**src/rtl/fpu_pkg.sv**
```systemverilog
// rtl/fpu_pkg.sv - shared FP32 field types, constants and issuer state encoding
package fpu_pkg;

  localparam int FP32_W = 32;
  localparam int EXP_W  = 8;
  localparam int FRAC_W = 23;
  localparam int RM_W   = 7;

  localparam logic [EXP_W-1:0]  FP32_EXP_MAX = 8'hFF;
  localparam logic [FP32_W-1:0] FP32_QNAN    = 32'h7FFFFFFF;

  typedef struct packed {
    logic              sign;
    logic [EXP_W-1:0]  exp;
    logic [FRAC_W-1:0] frac;
    logic              is_zero;
    logic              is_inf;
    logic              is_nan;
  } fp32_fields_t;

  typedef enum logic [2:0] {
    ST_IDLE,
    ST_CLASSIFY,
    ST_ISSUE,
    ST_WAIT,
    ST_RESPOND
  } issuer_state_t;

endpackage

```
**src/rtl/fp32_classify.sv**
```systemverilog
// rtl/fp32_classify.sv - combinational FP32 unpack and class detection
module fp32_classify
  import fpu_pkg::*;
(
  input  logic [FP32_W-1:0] value,
  output fp32_fields_t      fields
);

  logic [EXP_W-1:0]  raw_exp;
  logic [FRAC_W-1:0] raw_frac;

  assign raw_exp  = value[30:23];
  assign raw_frac = value[22:0];

  // Subnormals become signed zero, so the fraction is dropped whenever exp is 0.
  always_comb begin
    fields         = '0;
    fields.sign    = value[31];
    fields.exp     = raw_exp;
    fields.is_zero = (raw_exp == '0);
    fields.is_inf  = (raw_exp == FP32_EXP_MAX) && (raw_frac == '0);
    fields.is_nan  = (raw_exp == FP32_EXP_MAX) && (raw_frac != '0);
    fields.frac    = fields.is_zero ? '0 : raw_frac;
  end

endmodule

```
**src/rtl/fp_add_issuer.sv**
```systemverilog
// rtl/fp_add_issuer.sv - FP32 adder front-end: classify, bypass trivial cases, issue, watchdog
module fp_add_issuer
  import fpu_pkg::*;
#(
  parameter int TIMEOUT_CYCLES = 15,
  parameter int SHIFT_CLAMP    = 26
) (
  input  logic              clk_i,
  input  logic              rst_i,
  input  logic              req_valid_i,
  output logic              req_ready_o,
  input  logic [FP32_W-1:0] x_i,
  input  logic [FP32_W-1:0] y_i,
  input  logic              op_sub_i,
  input  logic [RM_W-1:0]   rounding_mode_i,
  output logic              res_valid_o,
  input  logic              res_ready_i,
  output logic [FP32_W-1:0] z_o,
  output logic              except_invalid_operation_o,
  output logic              except_overflow_o,
  output logic              timeout_o,
  output logic              add_data_ready_o,
  output logic [RM_W-1:0]   add_rounding_mode_o,
  output logic              x_sign_o,
  output logic              y_sign_o,
  output logic [EXP_W-1:0]  x_exp_o,
  output logic [EXP_W-1:0]  y_exp_o,
  output logic [FRAC_W-1:0] x_frac_o,
  output logic [FRAC_W-1:0] y_frac_o,
  output logic              x_greater_o,
  output logic [7:0]        exp_shift_o,
  output logic              x_infinity_o,
  output logic              y_infinity_o,
  output logic              x_nan_o,
  output logic              y_nan_o,
  input  logic              add_data_valid_i,
  input  logic [FP32_W-1:0] add_z_i,
  input  logic              add_invalid_i,
  input  logic              add_overflow_i
);

  issuer_state_t     state, state_next;
  logic [FP32_W-1:0] op_x, op_y;
  logic [RM_W-1:0]   op_rm;
  logic [7:0]        wd_cnt;
  fp32_fields_t      xf, yf;

  logic              accept, wd_expire;
  logic              x_ge, special, bypass;
  logic [EXP_W-1:0]  exp_diff;
  logic [7:0]        shift_sat;
  logic [FP32_W-1:0] byp_z;

  assign accept    = req_valid_i && req_ready_o;
  assign wd_expire = (wd_cnt == 8'(TIMEOUT_CYCLES - 1));

  // op_y is latched with the effective sign already applied.
  fp32_classify u_class_x (.value(op_x), .fields(xf));
  fp32_classify u_class_y (.value(op_y), .fields(yf));

  always_comb begin
    x_ge      = (xf.exp > yf.exp) || ((xf.exp == yf.exp) && (xf.frac >= yf.frac));
    exp_diff  = (xf.exp >= yf.exp) ? (xf.exp - yf.exp) : (yf.exp - xf.exp);
    shift_sat = (exp_diff > 8'(SHIFT_CLAMP)) ? 8'(SHIFT_CLAMP) : exp_diff;
    special   = xf.is_inf || xf.is_nan || yf.is_inf || yf.is_nan;
    bypass    = 1'b0;
    byp_z     = '0;
    if (!special) begin
      if (xf.is_zero && yf.is_zero) begin
        bypass = 1'b1;
        byp_z  = {xf.sign & yf.sign, 31'd0};
      end else if (xf.is_zero) begin
        bypass = 1'b1;
        byp_z  = {yf.sign, yf.exp, yf.frac};
      end else if (yf.is_zero) begin
        bypass = 1'b1;
        byp_z  = {xf.sign, xf.exp, xf.frac};
      end else if ((xf.exp == yf.exp) && (xf.frac == yf.frac) && (xf.sign != yf.sign)) begin
        bypass = 1'b1;
      end
    end
  end

  always_comb begin
    state_next = state;
    case (state)
      ST_IDLE:     if (accept) state_next = ST_CLASSIFY;
      ST_CLASSIFY: state_next = bypass ? ST_RESPOND : ST_ISSUE;
      ST_ISSUE:    state_next = ST_WAIT;
      ST_WAIT:     if (add_data_valid_i || wd_expire) state_next = ST_RESPOND;
      ST_RESPOND:  if (res_valid_o && res_ready_i) state_next = ST_IDLE;
      default:     state_next = ST_IDLE;
    endcase
  end

  always_ff @(posedge clk_i or posedge rst_i) begin
    if (rst_i) begin
      state            <= ST_IDLE;
      req_ready_o      <= 1'b0;
      add_data_ready_o <= 1'b0;
      res_valid_o      <= 1'b0;
      wd_cnt           <= '0;
      op_x             <= '0;
      op_y             <= '0;
      op_rm            <= '0;
    end else begin
      state            <= state_next;
      req_ready_o      <= (state_next == ST_IDLE);
      add_data_ready_o <= (state == ST_ISSUE);
      if (accept) begin
        op_x  <= x_i;
        op_y  <= {y_i[31] ^ op_sub_i, y_i[30:0]};
        op_rm <= rounding_mode_i;
      end
      if (state == ST_ISSUE) wd_cnt <= '0;
      else if (state == ST_WAIT && !add_data_valid_i && !wd_expire) wd_cnt <= wd_cnt + 8'd1;
      // Valid trails state by one cycle, but drops on the handshake edge itself.
      if (res_valid_o && res_ready_i) res_valid_o <= 1'b0;
      else if (state == ST_RESPOND)   res_valid_o <= 1'b1;
    end
  end

  always_ff @(posedge clk_i or posedge rst_i) begin
    if (rst_i) begin
      add_rounding_mode_o        <= '0;
      x_sign_o                   <= 1'b0;
      y_sign_o                   <= 1'b0;
      x_exp_o                    <= '0;
      y_exp_o                    <= '0;
      x_frac_o                   <= '0;
      y_frac_o                   <= '0;
      x_greater_o                <= 1'b0;
      exp_shift_o                <= '0;
      x_infinity_o               <= 1'b0;
      y_infinity_o               <= 1'b0;
      x_nan_o                    <= 1'b0;
      y_nan_o                    <= 1'b0;
      z_o                        <= '0;
      except_invalid_operation_o <= 1'b0;
      except_overflow_o          <= 1'b0;
      timeout_o                  <= 1'b0;
    end else if (state == ST_CLASSIFY) begin
      add_rounding_mode_o <= op_rm;
      x_sign_o            <= xf.sign;
      y_sign_o            <= yf.sign;
      x_exp_o             <= xf.exp;
      y_exp_o             <= yf.exp;
      x_frac_o            <= xf.frac;
      y_frac_o            <= yf.frac;
      x_greater_o         <= x_ge;
      exp_shift_o         <= shift_sat;
      x_infinity_o        <= xf.is_inf;
      y_infinity_o        <= yf.is_inf;
      x_nan_o             <= xf.is_nan;
      y_nan_o             <= yf.is_nan;
      if (bypass) begin
        z_o                        <= byp_z;
        except_invalid_operation_o <= 1'b0;
        except_overflow_o          <= 1'b0;
        timeout_o                  <= 1'b0;
      end
    end else if (state == ST_WAIT) begin
      // A result strobe on the expiry cycle still wins over the watchdog.
      if (add_data_valid_i) begin
        z_o                        <= add_z_i;
        except_invalid_operation_o <= add_invalid_i;
        except_overflow_o          <= add_overflow_i;
        timeout_o                  <= 1'b0;
      end else if (wd_expire) begin
        z_o                        <= FP32_QNAN;
        except_invalid_operation_o <= 1'b1;
        except_overflow_o          <= 1'b0;
        timeout_o                  <= 1'b1;
      end
    end
  end

endmodule

```
**config.mk**
```make
export PLATFORM = sky130hd
export DESIGN_NAME = fp_add_issuer
export DESIGN_NICKNAME = d
export VERILOG_FILES = /design/src/rtl/fpu_pkg.sv /design/src/rtl/fp32_classify.sv /design/src/rtl/fp_add_issuer.sv
export SDC_FILE = /design/constraint.sdc
export NUM_CORES = 1
export LEC_CHECK = 0
export ABC_AREA = 1
export ABC_CLOCK_PERIOD_IN_PS = 6900
export CORE_UTILIZATION = 50
export DETAILED_ROUTE_END_ITERATION = 6
export PLACE_DENSITY = 0.81
export SLEW_MARGIN = 5
export SYNTH_ARGS = -nofsm -noshare
export SYNTH_HDL_FRONTEND = slang
export SYNTH_SLANG_ARGS = --single-unit
```
**constraint.sdc**
```tcl
create_clock -name clk_i -period 6.9 [get_ports clk_i]
set_clock_uncertainty 0.1 [all_clocks]
set_input_delay 0.69 -clock clk_i [delete_from_list [all_inputs] [get_ports clk_i]]
set_output_delay 0.69 -clock clk_i [all_outputs]
set_load 0.005 [all_outputs]
```
# Yosys cells after proc, flatten, opt, wreduce, memory -nomap -nowiden

Index checks and enable logic that the tools add are counted.

Register bits after elaboration: 204
Latch bits: 0
Memory bits (writable): 0
ROM bits: 0
Input bits: 111
Logic and storage cells: 116
Memories kept: 0

$add $sub $neg: 3
Multiply operators: 0
Divide/modulo/power cells: 0
Magnitude comparators: 4
Equality and inequality tests: 11
Shift operators: 0
Mux-type cells: 39
Bitwise gates (word level): 2
Reductions and logical operators: 32

Operators with widths:

| kind                | number |
|---|---|
| $mux 32             | 9 |
| $logic_not 23->1    | 2 |
| $mux 23             | 2 |
| $reduce_bool 23->1  | 2 |
| $mux 8              | 4 |
| $eq 23x23->1        | 1 |
| $ge 23x23->1        | 1 |
| $mux 1              | 19 |
| $eq 8x8->1 const B  | 2 |
| $logic_not 8->1     | 2 |
| $sub 8x8->8         | 2 |
| $pmux 3 s5          | 1 |
| $logic_and 1x1->1   | 12 |
| $mux 3              | 4 |
| $add 8x1->8 const B | 1 |
| $eq 8x4->1 const B  | 1 |
| $eq 8x8->1          | 1 |
| $ge 8x8->1          | 1 |
| $gt 8x5->1 const B  | 1 |
| $gt 8x8->1          | 1 |
| $eq 3x2->1 const B  | 2 |
| $logic_not 3->1     | 2 |
| $reduce_bool 2->1   | 3 |
| $logic_or 1x1->1    | 5 |
| 9 further kinds     | 10 |

# Logic depth before layout (Yosys ltp)

Gate-level depths: netlist (run 1).

Word-level depth: 13
Gate-level depth with buffers: 19
Mapped depth without buffers: 17

# Modules after synthesis

Synthesis (run 1) repeated with hierarchy kept, for this count alone.

Cell total of the unflattened synthesis: 1460
Area, all modules: 10900.5 um^2

Modules (own cells, without submodules):

| module        | times used | cells each | area an instance (um^2) | sequential area each (um^2) |
|---|---|---|---|---|
| fp_add_issuer | 1          | 1274       | 10079.7                 | 5104.9 |
| fp32_classify | 2          | 93         | 410.4                   | 0.0 |

# Worst setup path before layout (run 1)

OpenSTA, ideal clock, no wires.

Path type: flip-flop to flip-flop
From: register op_x[24]
To: register z_o[0]
Data arrival time: 2394 ps
Data required time: 6683 ps
Slack: 4289 ps
Stages on the path, launching flop included: 19
Path buffers: 2
Path through: dfrtp_1 inv_2 nand4_4 nor2_8 buf_2 nor2_1 ha_1 nand2_1 inv_1 nand4_1 nor2_1 nand2_1 o21bai_2 nand2_2 nand2_4 nand2_4 buf_6 nand2_1 o21ai_2

RTL lines:

| what                   | line                 | source |
|---|---|---|
| start, declared        | fp_add_issuer.sv:43  | `logic [FP32_W-1:0] op_x, op_y;` |
| start signal, assigned | fp_add_issuer.sv:111 | `op_x <= x_i;` |
| end signal, assigned   | fp_add_issuer.sv:157 | `z_o <= byp_z;` |
| end signal, assigned   | fp_add_issuer.sv:165 | `z_o <= add_z_i;` |
| end, declared          | fp_add_issuer.sv:18  | `output logic [FP32_W-1:0] z_o,` |

==> reports/metrics.csv, run 1 <==
metric,value,unit
outcome,"complete, no violations",
h-tree-depth,1,
cts-resized-gates,0,
fmax,280.0,MHz
die_x,147.4,um
hpwl,21.93,mm
wl_met1,13.37,mm
grt_pass1_vias,9261,
dp.cells,1757,
hold_start,exp_shift_o[7],
grt_use_total,27.88,%
synth_top_area_share,48.29,%
grt.overflow.total,0,
first_pass_iters,6,
tns,0,ps
io_pins,233,
clkTransAtPathRegs,70,ps
met3_length,2.192,mm
synth_warnings,0,
clk_latency,500,ps
syn_nets,1460,
cts.sinks,204,
viasPerCell,5.255,
hold_viol,0,
critPathTopFamily,simple AND/OR/NAND/NOR gates,
tightest_slew,1048,ps
synth_ff_type,dfrtp_1,
synth-simple-area-share,24.05,%
ys_async_sr_fraction,100.0,%
synth_adder_area_share,5.231,%
ir_drop,0.0002437,V
muxShareOfSynthArea,0,%
port_buffers,232,
met2_length,13.48,mm
final_cell_mix,"387 x nand2_1, 232 x clkdlybuf4s50_1, 204 x dfrtp_1",
via_count,9443,
grt_max_degree,129,
core_area,0.02049,mm2
path_cells,inv_2 -> nand4_4 -> nor2_8 -> nor2_1 -> ha_1 -> nand2_1 -> nor2_1 -> nand4_1 -> nor2_1 -> nand2_1 -> o21bai_2 -> nand2_2 -> nand2_4 -> nand2_4 -> nand2_1 -> o21ai_2,
synth_top_area_cell,dfrtp_1,
rrSetupSlack,3330,ps
period_needed,3572,ps
synth-xor-area-share,0.4143,%
cp_max_fo,61,
cp.buffers_inverters,1,
synth-edff-count,0,
synth_compound_area_share,13.55,%
post-route-period-util,51.76,%
stdcell_count,1797,
nets,1665,
syn_avg_cell_area,8.094,um2
drt-initial-drc-count,721,
synth.ff_latch_count,204,
ctsHoldBuffers,0,
top_layer_used,met4,
power.total,6.908,mW
die_area,0.02173,mm2
antenna_left,0,
r2r-start,op_x[24],
cts_buffer_depth,3,
synthTopCellsByArea,"dfrtp_1 48%, nand2_1 14%, o21ai_0 7.6%",
cts-root-buf,clkbuf_16,
wl,29.96,mm
cellLeakagePower,6.576,nW
required,7160,ps
synth_top_family_by_area,simple AND/OR/NAND/NOR gates,
r2r_end,z_o[13],
drive_gt1_share,7.929,%
setup_viol,0,
synth_cell_types,44,
drc,0,
slew_violations,0,
synthCells,1306,
row_count,52,
gp_congestion,0.9028,
cts_tree,done,
grt_setup_unrepaired,no,
yosysSeqAreaShare,48.29,%
min_to,exp_shift_o[7],
min_path_cells,2,
wire_per_inst,16.67,um
reg2reg_depth,16,
start_util,51.58,%
path_class,reg -> reg,
syn_area,0.01057,mm2
area_delta_synth_final,30.54,%
cp_slowest_cell,dfrtp_1,
cts_setup_buffers,0,
antenna_found_initial,1,
utilization,67.33,%
worstPathArrival,3830,ps
cap_violations,0,
final_common_cell,nand2_1,
max_slew_margin,30.15,%
die_h,147.4,um
critPathMaxStageDelay,420,ps
power.density,500.6,mW/mm2
hp-class,reg -> reg,
cp-end-kind,flip-flop,
cts_made_buffers,22,
cp-start-kind,flip-flop,
grt_first_pass_wirelength,47.96,mm
[per-stage QoR]
| stage | instance area (um2) | hold WS, ps | setup WS (ps) |
|---|---|---|---|
| floorplan | 10570 | 349.2 | 542.6 |
| global placement | 13000 | 351.8 | 3494 |
| detailed placement | 13000 | 356.1 | 3335 |
| CTS | 13800 | 378.4 | 3369 |
| global route | 13800 | 398.3 | 2946 |
| finish | 13800 | 374.2 | 3328 |
[flip-flops by register name (all words and copies together) (netlist names), 7 cells and up]
signal               cells
op_y                    32
op_rm                    7
wd_cnt                   8
x_exp_o                  8
op_x                    32
x_frac_o                23
y_frac_o                23
exp_shift_o              8
z_o                     32
y_exp_o                  8
add_rounding_mode_o      7
[kinds of logic after synthesis]
logic type / count (synthesis)
AOI/OAI and AO/OA: 248
xor gates and xnor gates: 5
adders and majority gates: 43
buffers and inverters: 219
DFF: 204
and+or+nand+nor: 587
[cell type report]
cell class | count | area (um2)
clock buffer | 31 | 655.6
antenna | 1 | 2.502
inverter | 164 | 631.9
sequential | 204 | 5105
multi-input combinational | 883 | 4572
tap | 270 | 337.8
clock inverter | 8 | 142.6
timing repair buffer | 236 | 2352
fill | 1718 | 6695
[worst max path at each step]
| stage | from | to | slack [ps] | cells after the start |
|---|---|---|---|---|
| floorplan | rst_i | add_data_ready_o | 540 | 1 |
| global placement | add_data_valid_i | z_o[9] | 3490 | 7 |
| detailed placement | add_data_valid_i | z_o[10] | 3330 | 7 |
| CTS | op_x[24] | z_o[13] | 3370 | 16 |
| global route | op_x[24] | z_o[13] | 2950 | 16 |
| finish | op_x[24] | z_o[13] | 3330 | 16 |
[cell usage after synthesis (2+ instances only)]
| cell type | instances |
|---|---|
| buf_1 | 2 |
| ha_1 | 41 |
| o22ai_1 | 9 |
| inv_1 | 140 |
| dfrtp_1 | 204 |
| nand4_4 | 4 |
| buf_6 | 6 |
| nor2_2 | 5 |
| xor2_1 | 4 |
| inv_4 | 2 |
| nor2_4 | 2 |
| nor2_8 | 2 |
| o21ai_2 | 26 |
| nand3b_1 | 2 |
| nand2_1 | 387 |
| fa_1 | 2 |
| a21oi_1 | 20 |
| clkbuf_1 | 31 |
| nor2_1 | 89 |
| inv_2 | 21 |
| nor4_1 | 7 |
| nand4_1 | 15 |
| buf_2 | 15 |
| nand3_1 | 45 |
| nand2_2 | 4 |
| nand2_4 | 2 |
| nor3_2 | 3 |
| or2_2 | 4 |
| nor3_1 | 14 |
| o21ai_0 | 161 |
| o21a_1 | 24 |
[power by group]
group	switching [mW]	internal [mW]
clock network	0.479	0.810
logic	2.13	1.45
registers	0.313	1.73
[worst min-delay path, cell delays in order, from the launching register on]
cell     delay (ps)
dfrtp_1         340
nand2_1          60
inv_1            40
[layer usage]
layer	vias to the layer above	GRT usage [%]
met3	57	4.630
met4	0	8.814
met5	-	0
li1	4577	-
met1	4425	40.03
met2	384	43.30
No activity file was read; power rests on OpenSTA's default activity.
==> run 2: changes to the inputs <==
--- a/config.mk
+++ b/config.mk
@@ -6,7 +6,7 @@
 export NUM_CORES = 1
 export LEC_CHECK = 0
 export ABC_AREA = 1
-export ABC_CLOCK_PERIOD_IN_PS = 6900
+export ABC_CLOCK_PERIOD_IN_PS = 3380
 export CORE_UTILIZATION = 50
 export DETAILED_ROUTE_END_ITERATION = 6
 export PLACE_DENSITY = 0.81
==> constraint.sdc (replaced) <==
create_clock -name clk_i -period 3.38 [get_ports clk_i]
set_clock_uncertainty 0.1 [all_clocks]
set_input_delay 0.338 -clock clk_i [delete_from_list [all_inputs] [get_ports clk_i]]
set_output_delay 0.338 -clock clk_i [all_outputs]
set_load 0.005 [all_outputs]
==> reports/metrics.csv, run 2 (synthesis results as in run 1) <==
metric,value,unit,change
post-route-period-util,93.10,%,+41 points
cp-end-kind,flip-flop,,
first_pass_iters,5,,-1
outcome,"complete, no violations",,
wire_per_inst,16.83,um,+0.95%
start_util,51.58,%,unchanged
antenna_left,0,,unchanged
place_ws,109.7,ps,-3225 ps
crit_top_cell,nand2_1,,
io_pins,233,,unchanged
cp.buffers_inverters,4,,+3
core_area,0.02049,mm2,unchanged
row_count,52,,unchanged
final_cell_mix,"387 x nand2_1, 232 x clkdlybuf4s50_1, 204 x dfrtp_1",,
setup_viol,0,,unchanged
dp.cells,1769,,+0.68%
fmax,317.8,MHz,+14%
stdcell_count,1810,,+0.72%
r2r-start,op_x[24],,
hold_slack,265.0,ps,-109.2 ps
h-tree-depth,1,,unchanged
cellLeakagePower,6.643,nW,+1.0%
path_class,reg -> reg,,
ir_drop,0.0005415,V,+120%
final_common_cell,nand2_1,,
cp-start-kind,flip-flop,,
cap_violations,0,,unchanged
nets,1680,,+0.90%
required,3670,ps,-3490 ps
grt_use_total,28.10,%,+0.22 points
cp_max_fo,43,,-30%
cts_made_buffers,22,,unchanged
clkTransAtPathRegs,70,ps,about the same
die_x,147.4,um,unchanged
cts_tree,done,,
die_area,0.02173,mm2,unchanged
wl,30.46,mm,+1.7%
slew_violations,0,,unchanged
drc,0,,unchanged
viasPerCell,5.336,,+1.5%
hpwl,22.43,mm,+2.3%
die_h,147.4,um,unchanged
area_delta_synth_final,32.13,%,
power.total,14.14,mW,+100%
timing.critical_path.from,op_x[24],,
drt-initial-drc-count,660,,-8.5%
grt_max_degree,167,,+29%
drive_gt1_share,8.506,%,+0.58 points
cts.sinks,204,,unchanged
largestRegisters,"op_x (32), op_y (32), z_o (32)",,
via_count,9658,,+2.3%
cts_buffer_depth,3,,unchanged
grt.overflow.total,0,,unchanged
critPathTopFamily,simple AND/OR/NAND/NOR gates,,
max_slew_margin,42.10,%,+12 points
tightest_slew,861.9,ps,-185.8 ps
critPathMaxStageDelay,450,ps,+30 ps
antenna_found_initial,0,,-1
worstPathArrival,3440,ps,-390 ps
hold_viol,0,,unchanged
path_cells,inv_4 -> nand4_4 -> nor2_8 -> buf_12 -> buf_4 -> nor2_1 -> ha_1 -> nand2_1 -> nor3_1 -> nand2_1 -> o21bai_2 -> nand2_2 -> nand2_4 -> nand2_8 -> buf_12 -> nand2_1 -> o21ai_2,,
grt_first_pass_wirelength,48.34,mm,+0.80%
clk_latency,500,ps,about the same
gp_congestion,0.9068,,+0.44%
grt_setup_unrepaired,no,,
power.density,1012,mW/mm2,+100%
period_needed,3147,ps,-425.0 ps
tns,0,ps,unchanged
antenna_cells,0,,-1
cts-root-buf,clkbuf_16,,
hp-class,in -> async,,
cp_slowest_cell,dfrtp_1,,
setup_slack,233.3,ps,-3095 ps
grt_pass1_vias,9440,,+1.9%
fill_cells,1663,,-3.2%
port_buffers,232,,unchanged
## run 2: cell type report
class                      count  area, um2  area share [%]
sequential                   204       5105           36.55
inverter                     164      630.6           4.515
tap                          270      337.8           2.418
clock inverter                 5      102.6          0.7345
timing repair buffer         250       2557           18.31
multi-input combinational    884       4592           32.87
clock buffer                  33      643.1           4.604
## run 2: power by group
group / total [mW] / switching, mW / internal [mW]
logic: 7.46 / 4.41 / 3.05
registers: 4.19 / 0.665 / 3.52
clock network: 2.50 / 0.960 / 1.54
total: 14.1 / 6.04 / 8.11
## run 2: worst register-to-register path, cell delays in order (launching register included)
cell	delay [ps]
dfrtp_1	450
inv_4	140
nand4_4	130
nor2_8	200
buf_12	160
buf_4	140
nor2_1	70
ha_1	310
nand2_1	60
nor3_1	200
nand2_1	120
o21bai_2	160
nand2_2	100
nand2_4	150
nand2_8	140
buf_12	230
nand2_1	130
o21ai_2	50
## run 2: what timing repair did
item,in CTS,in global routing
setup buffers,0,2
hold buffers,0,0
setup endpoints to repair,0,22
gates resized for setup,0,2
## run 2: worst paths after layout
check | to | slack (ps) | cells after the start
max reg2reg | z_o[13] | 230 | 17
max in group asynchronous | y_frac_o[15] | 2170 | 3
min in group clk_i | op_rm[6] | 280 | 3
min reg2reg | add_rounding_mode_o[6] | 380 | 2
max | z_o[13] | 230 | 17
min | y_frac_o[17] | 270 | 2
## run 2: per-layer routing
| layer | track usage [%] | routed length [um] | up-vias |
|---|---|---|---|
| met4 | 9.742 | 905 | 0 |
| met5 | 0 | 0 | - |
| met3 | 4.877 | 2448 | 63 |
| met1 | 40.39 | 13480 | 4570 |
| li1 | - | - | 4607 |
| met2 | 43.02 | 13630 | 418 |
## run 2: metrics by stage
step                      cell area [um2]  utilization (%)
after detailed placement            13170            64.27
after floorplan                     10580                -
after global placement              13170            64.27
final                               13970            68.16
after CTS                           13920            67.91
after global routing                13970            68.16
==> run 3: changes to the inputs <==
--- a/config.mk
+++ b/config.mk
@@ -7,9 +7,11 @@
 export LEC_CHECK = 0
 export ABC_AREA = 1
 export ABC_CLOCK_PERIOD_IN_PS = 3380
-export CORE_UTILIZATION = 50
+export CELL_PAD_IN_SITES_DETAIL_PLACEMENT = 0
+export CELL_PAD_IN_SITES_GLOBAL_PLACEMENT = 2
+export CORE_UTILIZATION = 30
 export DETAILED_ROUTE_END_ITERATION = 6
-export PLACE_DENSITY = 0.81
+export PLACE_DENSITY = 0.84
 export SLEW_MARGIN = 5
 export SYNTH_ARGS = -nofsm -noshare
 export SYNTH_HDL_FRONTEND = slang
==> reports/metrics.csv, run 3 (synthesis results as in run 1) <==
metric,value,unit,change
outcome,"complete, no violations",,
clk_latency,520,ps,+20 ps
cts_tree,done,,
cp-end-kind,flip-flop,,
worstPathArrival,3410,ps,-30 ps
placed_area,0.01339,mm2,+1.6%
stdcell_count,2001,,+11%
drt-initial-drc-count,530,,-20%
clkTransAtPathRegs,60,ps,about the same
cap_violations,0,,unchanged
met3_length,1.545,mm,-37%
wire_per_inst,17.00,um,+1.0%
grt_pass1_vias,9371,,-0.73%
nets,1683,,+0.18%
dp.cells,1955,,+11%
io_pins,233,,unchanged
grt_use_total,19.22,%,-8.9 points
period_needed,3110,ps,-37.00 ps
cp_max_fo,34,,-21%
grt_max_degree,167,,unchanged
antenna_left,0,,unchanged
grt_setup_unrepaired,no,,
post-route-period-util,92.00,%,-1.1 points
setup_viol,0,,unchanged
hp-class,in -> async,,
ir_drop,0.0004383,V,-19%
path_class,reg -> reg,,
drive_gt1_share,9.185,%,+0.68 points
drc,0,,unchanged
area_delta_synth_final,34.88,%,
tightest_slew,924.3,ps,+62.31 ps
wl,34.03,mm,+12%
final_area,0.01426,mm2,+2.1%
fmax,321.6,MHz,+1.2%
top_layer_used,met4,,
cp_slowest_cell,dfrtp_1,,
cellLeakagePower,6.694,nW,+0.77%
grt_first_pass_wirelength,54.09,mm,+12%
hpwl,25.57,mm,+14%
tns,0,ps,unchanged
die_x,189.7,um,+29%
final_common_cell,nand2_1,,
place_ws,176.8,ps,+67.14 ps
core_area,0.03463,mm2,+69%
critPathTopFamily,simple AND/OR/NAND/NOR gates,,
cts_buffer_depth,3,,unchanged
cts.sinks,204,,unchanged
grt.overflow.total,0,,unchanged
ctsHoldBuffers,0,,unchanged
die_h,189.7,um,+29%
port_buffers,232,,unchanged
viasPerCell,4.599,,-14%
crit_top_cell,nand2_1,,
slew_violations,0,,unchanged
max_slew_margin,37.91,%,-4.2 points
antenna_cells,0,,unchanged
cp-start-kind,flip-flop,,
wl_met1,17.16,mm,+27%
cts-root-buf,clkbuf_16,,
via_count,9202,,-4.7%
antenna_found_initial,0,,unchanged
die_area,0.03599,mm2,+66%
cp.buffers_inverters,4,,unchanged
power.density,1008,mW/mm2,-0.47%
reg2reg_depth,18,,+1
path_cells,inv_2 -> nand4_4 -> nor2_8 -> buf_4 -> nor2_1 -> ha_1 -> nand2_1 -> inv_1 -> nand4_1 -> nor2_1 -> nand2_1 -> o21bai_2 -> nand2_2 -> nand2_4 -> nand2_8 -> buf_12 -> nand2_1 -> o21ai_2,,
critPathMaxStageDelay,410,ps,-40 ps
gp_congestion,0.8126,,-10%
hold_viol,0,,unchanged
met2_length,14.74,mm,+8.2%
largestRegisters,"op_x (32), op_y (32), z_o (32)",,
final_cell_mix,"387 x nand2_1, 232 x clkdlybuf4s50_1, 204 x dfrtp_1",,
power.total,14.37,mW,+1.6%
start_util,30.53,%,-21 points
crit_cells,18,,+1
h-tree-depth,1,,unchanged
required,3680,ps,about the same
cts_made_buffers,25,,+14%
setup_slack,270.3,ps,+37.00 ps
first_pass_iters,5,,unchanged
row_count,68,,+31%
-- run 3: cell types whose count changed in the layout (fill, tap and decap cells not counted) --
| cell | delta |
|---|---|
| nor2_1 | -1 |
| clkinv_4 | +1 |
| clkinvlp_4 | -1 |
| buf_12 | -2 |
| clkbuf_16 | +2 |
| nor2_2 | +1 |
| buf_4 | +3 |
| inv_2 | +1 |
| inv_6 | +3 |
| clkinv_2 | +5 |
| clkbuf_1 | -4 |
| nor2_4 | -1 |
| inv_4 | -1 |
-- run 3: what timing repair did --
item / in CTS / in global routing
gates resized for setup: 0 / 2
buffers inserted: 0 / 2
setup endpoints to repair: 0 / 21
-- run 3: stage by stage --
stage | hold WS (ps) | util, %
2_1_floorplan | 347.6 | -
3_3_place_gp | 354.8 | 38.66
3_5_place_dp | 352.2 | 38.66
4_1_cts | 272.7 | 41.06
5_1_grt | 290.3 | 41.18
6_report | 260.9 | 41.18
-- run 3: path summary, 6_finish.rpt --
path | slack, ps | from | endpoint
max | 270 | op_x[28] | z_o[14]
min | 260 | rst_i | op_x[20]
max reg2reg | 270 | op_x[28] | z_o[14]
min reg2reg | 370 | exp_shift_o[5] | exp_shift_o[5]
max in group asynchronous | 2170 | rst_i | z_o[14]
min in group clk_i | 290 | y_i[8] | op_y[8]
-- run 3: metal layers --
layer | vias up | global-route usage [%]
li1 | 4616 | -
met5 | - | 0
met4 | 0 | 3.722
met1 | 4318 | 29.13
met3 | 35 | 2.546
met2 | 233 | 29.08
-- run 3: power breakdown --
group | leakage [nW] | switching, mW | internal [mW] | total, mW
clock network | 0.417 | 1.08 | 1.66 | 2.74
registers | 2.56 | 0.675 | 3.52 | 4.20
logic | 3.72 | 4.39 | 3.04 | 7.43
-- run 3: final cells by class --
cell class                 instances  area [um2]
fill                            3508       20370
inverter                         164       628.1
clock buffer                      31       678.2
timing repair buffer             251        2540
clock inverter                    13       155.1
tap                              455       569.3
sequential                       204        5105
multi-input combinational        883        4583
-- run 3: worst reg2reg max path, delay by kind of cell (launching register included) --
family          cells  cell delay, ps
fa+ha+maj           1             300
buf+inv             4             660
simple gates       11            1320
flops               1             410
compound gates      2             210
